[config.mk]
export PLATFORM = sky130hd
export DESIGN_NAME = fp_ci_sequencer
export DESIGN_NICKNAME = d
export VERILOG_FILES = /design/src/rtl/fp_ci_pkg.sv /design/src/rtl/fp_ci_sequencer.sv
export SDC_FILE = /design/constraint.sdc
export NUM_CORES = 1
export LEC_CHECK = 0
export BUFFER_PORTS_ARGS = -buffer_cell sky130_fd_sc_hd__buf_2
export CAP_MARGIN = 20
export CORE_MARGIN = 4
export CORE_UTILIZATION = 43
export CTS_BUF_LIST = sky130_fd_sc_hd__clkbuf_4 sky130_fd_sc_hd__clkbuf_8
export CTS_CLUSTER_DIAMETER = 120
export CTS_CLUSTER_SIZE = 25
export DETAILED_ROUTE_END_ITERATION = 16
export GPL_TIMING_DRIVEN = 0
export PLACE_DENSITY = 0.82
export SETUP_SLACK_MARGIN = 0.02
export SLEW_MARGIN = 25
export SYNTH_ARGS = -nofsm -noshare
export SYNTH_HDL_FRONTEND = slang
export SYNTH_SLANG_ARGS = --single-unit
[constraint.sdc]
create_clock -name clock -period 4.6 [get_ports clock]
set_clock_uncertainty 0.05 [all_clocks]
set_input_delay 1.38 -clock clock [delete_from_list [all_inputs] [get_ports clock]]
set_output_delay 1.38 -clock clock [all_outputs]
set_load 0.01 [all_outputs]
[src/rtl/fp_ci_pkg.sv]
// Shared definitions for the FP custom-instruction sequencer: opcodes,
// state encoding, counter width and the per-opcode latency lookup.
package fp_ci_pkg;

    localparam logic [7:0] OP_SUB  = 8'd0;
    localparam logic [7:0] OP_MULT = 8'd1;

    localparam int CNT_W = 4;

    typedef enum logic [1:0] {
        ST_IDLE = 2'd0,
        ST_WAIT = 2'd1,
        ST_DONE = 2'd2
    } state_t;

    function automatic logic is_supported(input logic [7:0] op);
        return (op == OP_SUB) || (op == OP_MULT);
    endfunction

    // Latencies are module parameters, so the caller hands them in.
    function automatic logic [CNT_W-1:0] latency_for(
        input logic [7:0] op,
        input int         sub_lat,
        input int         mult_lat
    );
        logic [CNT_W-1:0] lat;
        lat = (op == OP_MULT) ? mult_lat[CNT_W-1:0] : sub_lat[CNT_W-1:0];
        return lat;
    endfunction

endpackage

[src/rtl/fp_ci_sequencer.sv]
// Front end for the FP sub/mult unit: latches a request, enables the unit for
// its fixed pipeline depth, then captures the result with a one-cycle done pulse.
module fp_ci_sequencer
    import fp_ci_pkg::*;
#(
    parameter int SUB_LATENCY  = 7,
    parameter int MULT_LATENCY = 5
) (
    input  logic        clock,
    input  logic        aclr,
    input  logic        clk_en,
    input  logic        start,
    input  logic [31:0] dataa,
    input  logic [31:0] datab,
    input  logic [7:0]  n,
    output logic        done,
    output logic [31:0] result,
    output logic [31:0] fp_dataa,
    output logic [31:0] fp_datab,
    output logic [7:0]  fp_n,
    output logic        fp_clk_en,
    input  logic [31:0] fp_result
);

    state_t           state;
    logic [CNT_W-1:0] count;
    logic [CNT_W-1:0] lat;

    // The FP unit only advances while we are waiting on it and the processor is not stalled.
    assign fp_clk_en = clk_en && (state == ST_WAIT);

    always_ff @(posedge clock or posedge aclr) begin
        if (aclr) begin
            state    <= ST_IDLE;
            count    <= '0;
            lat      <= '0;
            done     <= 1'b0;
            result   <= '0;
            fp_dataa <= '0;
            fp_datab <= '0;
            fp_n     <= '0;
        end else if (clk_en) begin
            case (state)
                ST_IDLE: begin
                    done <= 1'b0;
                    if (start) begin
                        if (is_supported(n)) begin
                            fp_dataa <= dataa;
                            fp_datab <= datab;
                            fp_n     <= n;
                            lat      <= latency_for(n, SUB_LATENCY, MULT_LATENCY);
                            count    <= '0;
                            state    <= ST_WAIT;
                        end else begin
                            // Unsupported opcodes complete immediately with a zero result.
                            result <= '0;
                            done   <= 1'b1;
                            state  <= ST_DONE;
                        end
                    end
                end
                ST_WAIT: begin
                    if (count == lat - 1'b1) begin
                        result <= fp_result;
                        done   <= 1'b1;
                        state  <= ST_DONE;
                    end else begin
                        count <= count + 1'b1;
                    end
                end
                ST_DONE: begin
                    done  <= 1'b0;
                    state <= ST_IDLE;
                end
                default: begin
                    done  <= 1'b0;
                    state <= ST_IDLE;
                end
            endcase
        end
    end

endmodule

==> results of run 1 <==
[state kept, by name, summed over array words and instances, names as in the netlist]
signal	cells
state	2
fp_datab	32
count	4
result	32
fp_n	8
done	1
lat	2
fp_dataa	32
[cells by family after synthesis]
logic type	Yosys count
and+or+nand+nor	58
AOI/OAI and AO/OA	47
DFF	113
adders and majority gates	3
buffers and inverters	29
muxes	66
xor gates and xnor gates	4
[synth_stat cells, types with 2 or more instances]
cell        n  area share
xnor2_1     3      0.0057
clkbuf_1   10      0.0082
inv_1       7      0.0057
nor4_1      2      0.0027
ha_1        3      0.0082
o21ai_0     5      0.0055
nand3_1     3      0.0033
mux2_1      9       0.022
and2_1      7      0.0096
a21bo_2    34       0.074
buf_2      10       0.011
nand2_1     4      0.0033
nand4_1    32       0.044
dfrtp_1   113        0.62
mux2_2     56        0.14
[path summary, 6_finish.rpt]
check	to	cells past startpoint
max	fp_clk_en	4
min	fp_n[5]	1
max reg2reg	result[28]	7
min reg2reg	fp_n[5]	1
max in group asynchronous	result[23]	3
min in group asynchronous	fp_dataa[23]	2
[power groups by stage]
stage	clock network (mW)	registers, mW	logic, mW
CTS	0.906	1.05	0.176
detailed placement	0	1.06	0.175
global route	0.962	1.05	0.193
floorplan	0	1.07	0.0699
global placement	0	1.06	0.164
finish	0.883	1.05	0.172
[area by class of cell]
class	instances	area, um^2	area share
well taps	136	170	0.0273
inverters	7	31.3	0.00502
multi-input cells	178	1620	0.260
repair buffers	214	1090	0.176
clock buffers	20	275	0.0442
flip-flops and latches	113	2830	0.454
plain buffers	22	98.8	0.0159
clock inverters	12	110	0.0177
[layer usage]
metal,vias to the layer above,wire [um]
met1,1710,4410
li1,1624,-
met3,19,1260
met2,183,5480
met5,-,0
met4,0,214
[through the flow]
stage / cells / power (mW)
4_1_cts: 702 / 2.13
6_report: 702 / 2.10
5_1_grt: 702 / 2.21
2_1_floorplan: 320 / 1.14
3_3_place_gp: 669 / 1.23
3_5_place_dp: 670 / 1.24
==> results.md, run 1 <==
* Status: finished clean
* Cell area after layout at 6230 um^2
* Critical Path Source: clk_en
* Post-Syn Area at 4580 um^2
* Leakage at 3.58 nW
* Xor and xnor fraction of the mapped netlist area at 0.00766
* Crit-path max FO at 7
* Placed Area at 5840 um^2
* CP Capture Type: primary output
* Crit path kind: input pin to primary output
* Critical Path Slowest Stage Cell: buf_2
* Post-Syn Instances at 320
* Starting Density at 0.443
* Adder-cell share of the synthesized area at 0.00820
* Gate power share at 0.082
* Met1 Resource Use GR at 0.227
* Post-synthesis mux area share at 0.162
* Clock Pin Slew Worst Setup and Hold Paths at 70 ps
* Fraction of registers with async set or reset after synthesis at 1.00
* Fraction of the cycle the final worst path needs at 0.712
* Die width at 111 um
* Area growth syn-to-layout at 36.1%
* Filler cells at 822
* Drt wl/cell at 16.2 um
* Number of synthesized flops with an enable pin at 0
* Unrepaired setup endpoints after global routing: false
* Final hold slack at 433 ps
* Worst-Margin Slew at 480 ps
* Clock power frac at 0.420
* Slew Limit Fails at 0
* Post CTS Setup Buffer Count at 0
* Crit-path cells: buf_2, nand2_1, inv_1, buf_2
* Crit path required time at 3170 ps
* Sw frac at 0.251
* # rows at 37
* Sw power at 527 uW
* Internal power at 1.57 mW
* Pwr Density at 337 nW/um^2
* Remaining antenna violation count at 0
* Clock Path Buffers at 2
* Fin util at 0.603
* Synthesis Warnings at 0
* DRT iter0 DRCs at 158
* Maxcap violations at 0
* CP most frequent cell: buf_2
* Global Route Usage Sum at 0.193
* Vias in the first global route at 3852
* Worst R2R Start: lat[0]
* Final GP Congestion at 0.829
* IO Port Bufs at 213
* Die Height at 111 um
* Largest net degree at the start of global routing at 62
* TNS Setup at 0 ps
* DRT Wirelength at 11.4 mm
* Worst path bufs/invs at 3
* Hold Path Class: register to register
* Commonest cells after routing, fill and taps aside: buf_2 (223), dfrtp_1 (113), mux2_2 (56), a21bo_2 (34), nand4_1 (32)
* Setup WS pre-CTS at 1300 ps
* CP top delay family: buffers and inverters
* DRC at 0
* Register area share after synthesis at 0.618
* M2 GR Usage at 0.310
* FMAX at 305 MHz
* Share of layout cells above drive strength 1 at 0.622
* GRT Residual Overflow at 0
* Worst setup margin at 1320 ps
* Most used routing layer: met2
* Most common cell after layout, fill and taps aside: buf_2
* Synthesized flop and latch total at 113
* Via density at 5.04
* Crit path DAT at 1850 ps
* Startpoint types: input pin
* Synth Area in Simple Gates at 0.0826
* Core Area at 10300 um^2
* Detailed placement HPWL at 8.74 mm
* Setup violators final at 0
* NumNets Final at 664
* Met3 Use GR at 0.0852
* CTS sink count at 113
* Hold buffer count at cts at 0
* Crit path largest cell delay at 150 ps
* Ant diodes at 0
* Cts bufs inserted at 17
* Slew HR at 0.680
* Crit path time final at 3280 ps
* Die area at 12400 um^2
* Most used DFF post-synth: dfrtp_1
* IO Pins at 214
* Reg2reg setup slack at 2350 ps
* H-tree level count at 4
* Syn Nets at 431
* Insertion delay to the later sink of the worst-skew pair at 430 ps
* Initial antenna violation count at 0
* Max rail drop VDD at 0.193 mV
* Synth Area per Inst at 14.3 um^2
* Synth cell types at 37
* Via Count at 3536
* Final Hold Vio Count at 0
* DRT Pass-1 Iters at 4
* Clk root buf: clkbuf_8
* Synth Area in Compound Gates at 0.0941
* CTS resizes at 0
* Flop pwr share at 0.498
* Main combinational cell family by area after synthesis: multiplexers
* Hold path start: fp_n[5]
* First-pass GRT wire length at 19.2 mm
* CTS tree: built
No activity file was read; power rests on OpenSTA's default activity.
==> run 2, diff against run 1 <==
Clock period 4.6 ns to 3 ns, I/O delays scaled along.
==> run 2 against run 1 <==
Via count increased by 0.23%. Worst setup slack got worse by 730 ps. Worst hold slack got worse by 8.1 ps. Register-to-register slack got worse by 1600 ps. Count of clock-buffer cells in the layout increased by 1.
==> results.md, run 2 (synthesis results as in run 1) <==
* Status: finished clean (unchanged)
* Top Registers: fp_dataa x32, fp_datab x32, result x32 (unchanged)
* # rows at 37 (unchanged)
* Crit path DAT at 1460 ps (was 1850 ps)
* Die Height at 111 um (unchanged)
* Fraction of the cycle the final worst path needs at 0.803
* Pwr Density at 535 nW/um^2 (was 337 nW/um^2)
* IO Port Bufs at 213 (unchanged)
* Area growth syn-to-layout at 37.5% (was 36.1%)
* Crit path kind: register to primary output (was input pin to primary output)
* DRT iter0 DRCs at 202 (was 158)
* Post CTS Setup Buffer Count at 0 (unchanged)
* Slew Limit Fails at 0 (unchanged)
* Drt wl/cell at 16.5 um (was 16.2 um)
* Fin util at 0.610 (was 0.603)
* Clock Pin Slew Worst Setup and Hold Paths at 60 ps (was 70 ps)
* Largest net degree at the start of global routing at 35 (was 62)
* Slew HR at 0.596 (was 0.680)
* Commonest cells after routing, fill and taps aside: buf_2 (223), dfrtp_1 (113), mux2_2 (56), a21bo_2 (34), nand4_1 (32) (unchanged)
* Hold Path Class: register to register (unchanged)
* Clock Path Buffers at 2 (unchanged)
* Crit-path max FO at 7 (unchanged)
* Leakage at 3.63 nW (was 3.58 nW)
* Die width at 111 um (unchanged)
* Die area at 12400 um^2 (unchanged)
* Starting Density at 0.443 (unchanged)
* H-tree level count at 4 (unchanged)
* Final GP Congestion at 0.800 (was 0.829)
* DRC at 0 (unchanged)
* Setup violators final at 0 (unchanged)
* Unrepaired setup endpoints after global routing: false (unchanged)
* Final hold slack at 425 ps (was 433 ps)
* Worst-Margin Slew at 605 ps (was 480 ps)
* Via Count at 3544 (was 3536)
* Clk root buf: clkbuf_8 (unchanged)
* Initial antenna violation count at 0 (unchanged)
* Via density at 5.04 (about the same)
* Max rail drop VDD at 0.255 mV (was 0.193 mV)
* Share of layout cells above drive strength 1 at 0.623 (was 0.622)
* CTS tree: built (unchanged)
* Vias in the first global route at 3988 (was 3852)
* CP Capture Type: primary output (unchanged)
* Filler cells at 829 (was 822)
* GRT Residual Overflow at 0 (unchanged)
* Ant diodes at 0 (unchanged)
* DRT Pass-1 Iters at 5 (was 4)
* Final Hold Vio Count at 0 (unchanged)
* NumNets Final at 666 (was 664)
* Detailed placement HPWL at 8.89 mm (was 8.74 mm)
* CTS sink count at 113 (unchanged)
* Maxcap violations at 0 (unchanged)
* Crit path time final at 2410 ps
* TNS Setup at 0 ps (unchanged)
* FMAX at 415 MHz
* Most common cell after layout, fill and taps aside: buf_2 (unchanged)
* IO Pins at 214 (unchanged)
* Remaining antenna violation count at 0 (unchanged)
* Global Route Usage Sum at 0.196 (was 0.193)
* Cts bufs inserted at 17 (unchanged)
* Startpoint types: register (was input pin)
* DRT Wirelength at 11.6 mm (was 11.4 mm)
* Core Area at 10300 um^2 (unchanged)
* Insertion delay to the later sink of the worst-skew pair at 420 ps (was 430 ps)
* Hold buffer count at cts at 0 (unchanged)
* First-pass GRT wire length at 19.3 mm (was 19.2 mm)
* Crit path required time at 2050 ps (was 3170 ps)
* CTS resizes at 0 (unchanged)
## run 2: critical path: stages, from the launching register on
cell and delay [ps]:
dfrtp_1 460, nor2b_1 230, nand2_1 140, inv_1 90, buf_2 130
## run 2: worst paths after layout
kind                           endpoint  startpoint  depth (start not counted)  slack [ps]
max in group asynchronous    result[23]        aclr                          3        1840
min in group asynchronous  fp_datab[24]        aclr                          2         500
max                           fp_clk_en    state[0]                          4         590
max reg2reg                  result[24]      lat[0]                          7         730
min reg2reg                     fp_n[4]     fp_n[4]                          1         420
min                             fp_n[4]     fp_n[4]                          1         420
## run 2: cell type report
cell class	count	area, um^2	share of cell area
Timing Repair Buffer	216	1130	0.179
Buffer	22	98.8	0.0157
Sequential cell	113	2830	0.449
Multi-Input combinational cell	178	1620	0.258
Inverter	7	30.0	0.00477
Tap cell	136	170	0.0270
Clock buffer	21	283	0.0449
Clock inverter	10	134	0.0213
## run 2: report_power, final
group / internal [mW] / leakage, nW / switching, mW / total, mW
Combinational: 0.129 / 1.86 / 0.139 / 0.267
Clock: 0.888 / 0.211 / 0.603 / 1.49
Sequential: 1.57 / 1.55 / 0.0340 / 1.61
## run 2: metal layers
layer  up-vias  part of all wire  GRT usage  wire (um)
li1       1631                 -          -          -
met1      1726              0.39      0.223       4570
met2       172              0.50      0.322       5870
met3        15             0.086     0.0906       1000
met4         0             0.015     0.0722        179
met5         -                 0          0          0
## run 2: through the flow
step           setup slack [ps]  std cells  instance area, um^2  power [mW]
2_1_floorplan               679        320                 4580        1.75
3_3_place_gp               16.5        669                 5820        1.88
3_5_place_dp                103        672                 5880        1.91
4_1_cts                     554        703                 6290        3.41
5_1_grt                     469        703                 6290        3.53
6_report                    591        703                 6290        3.36
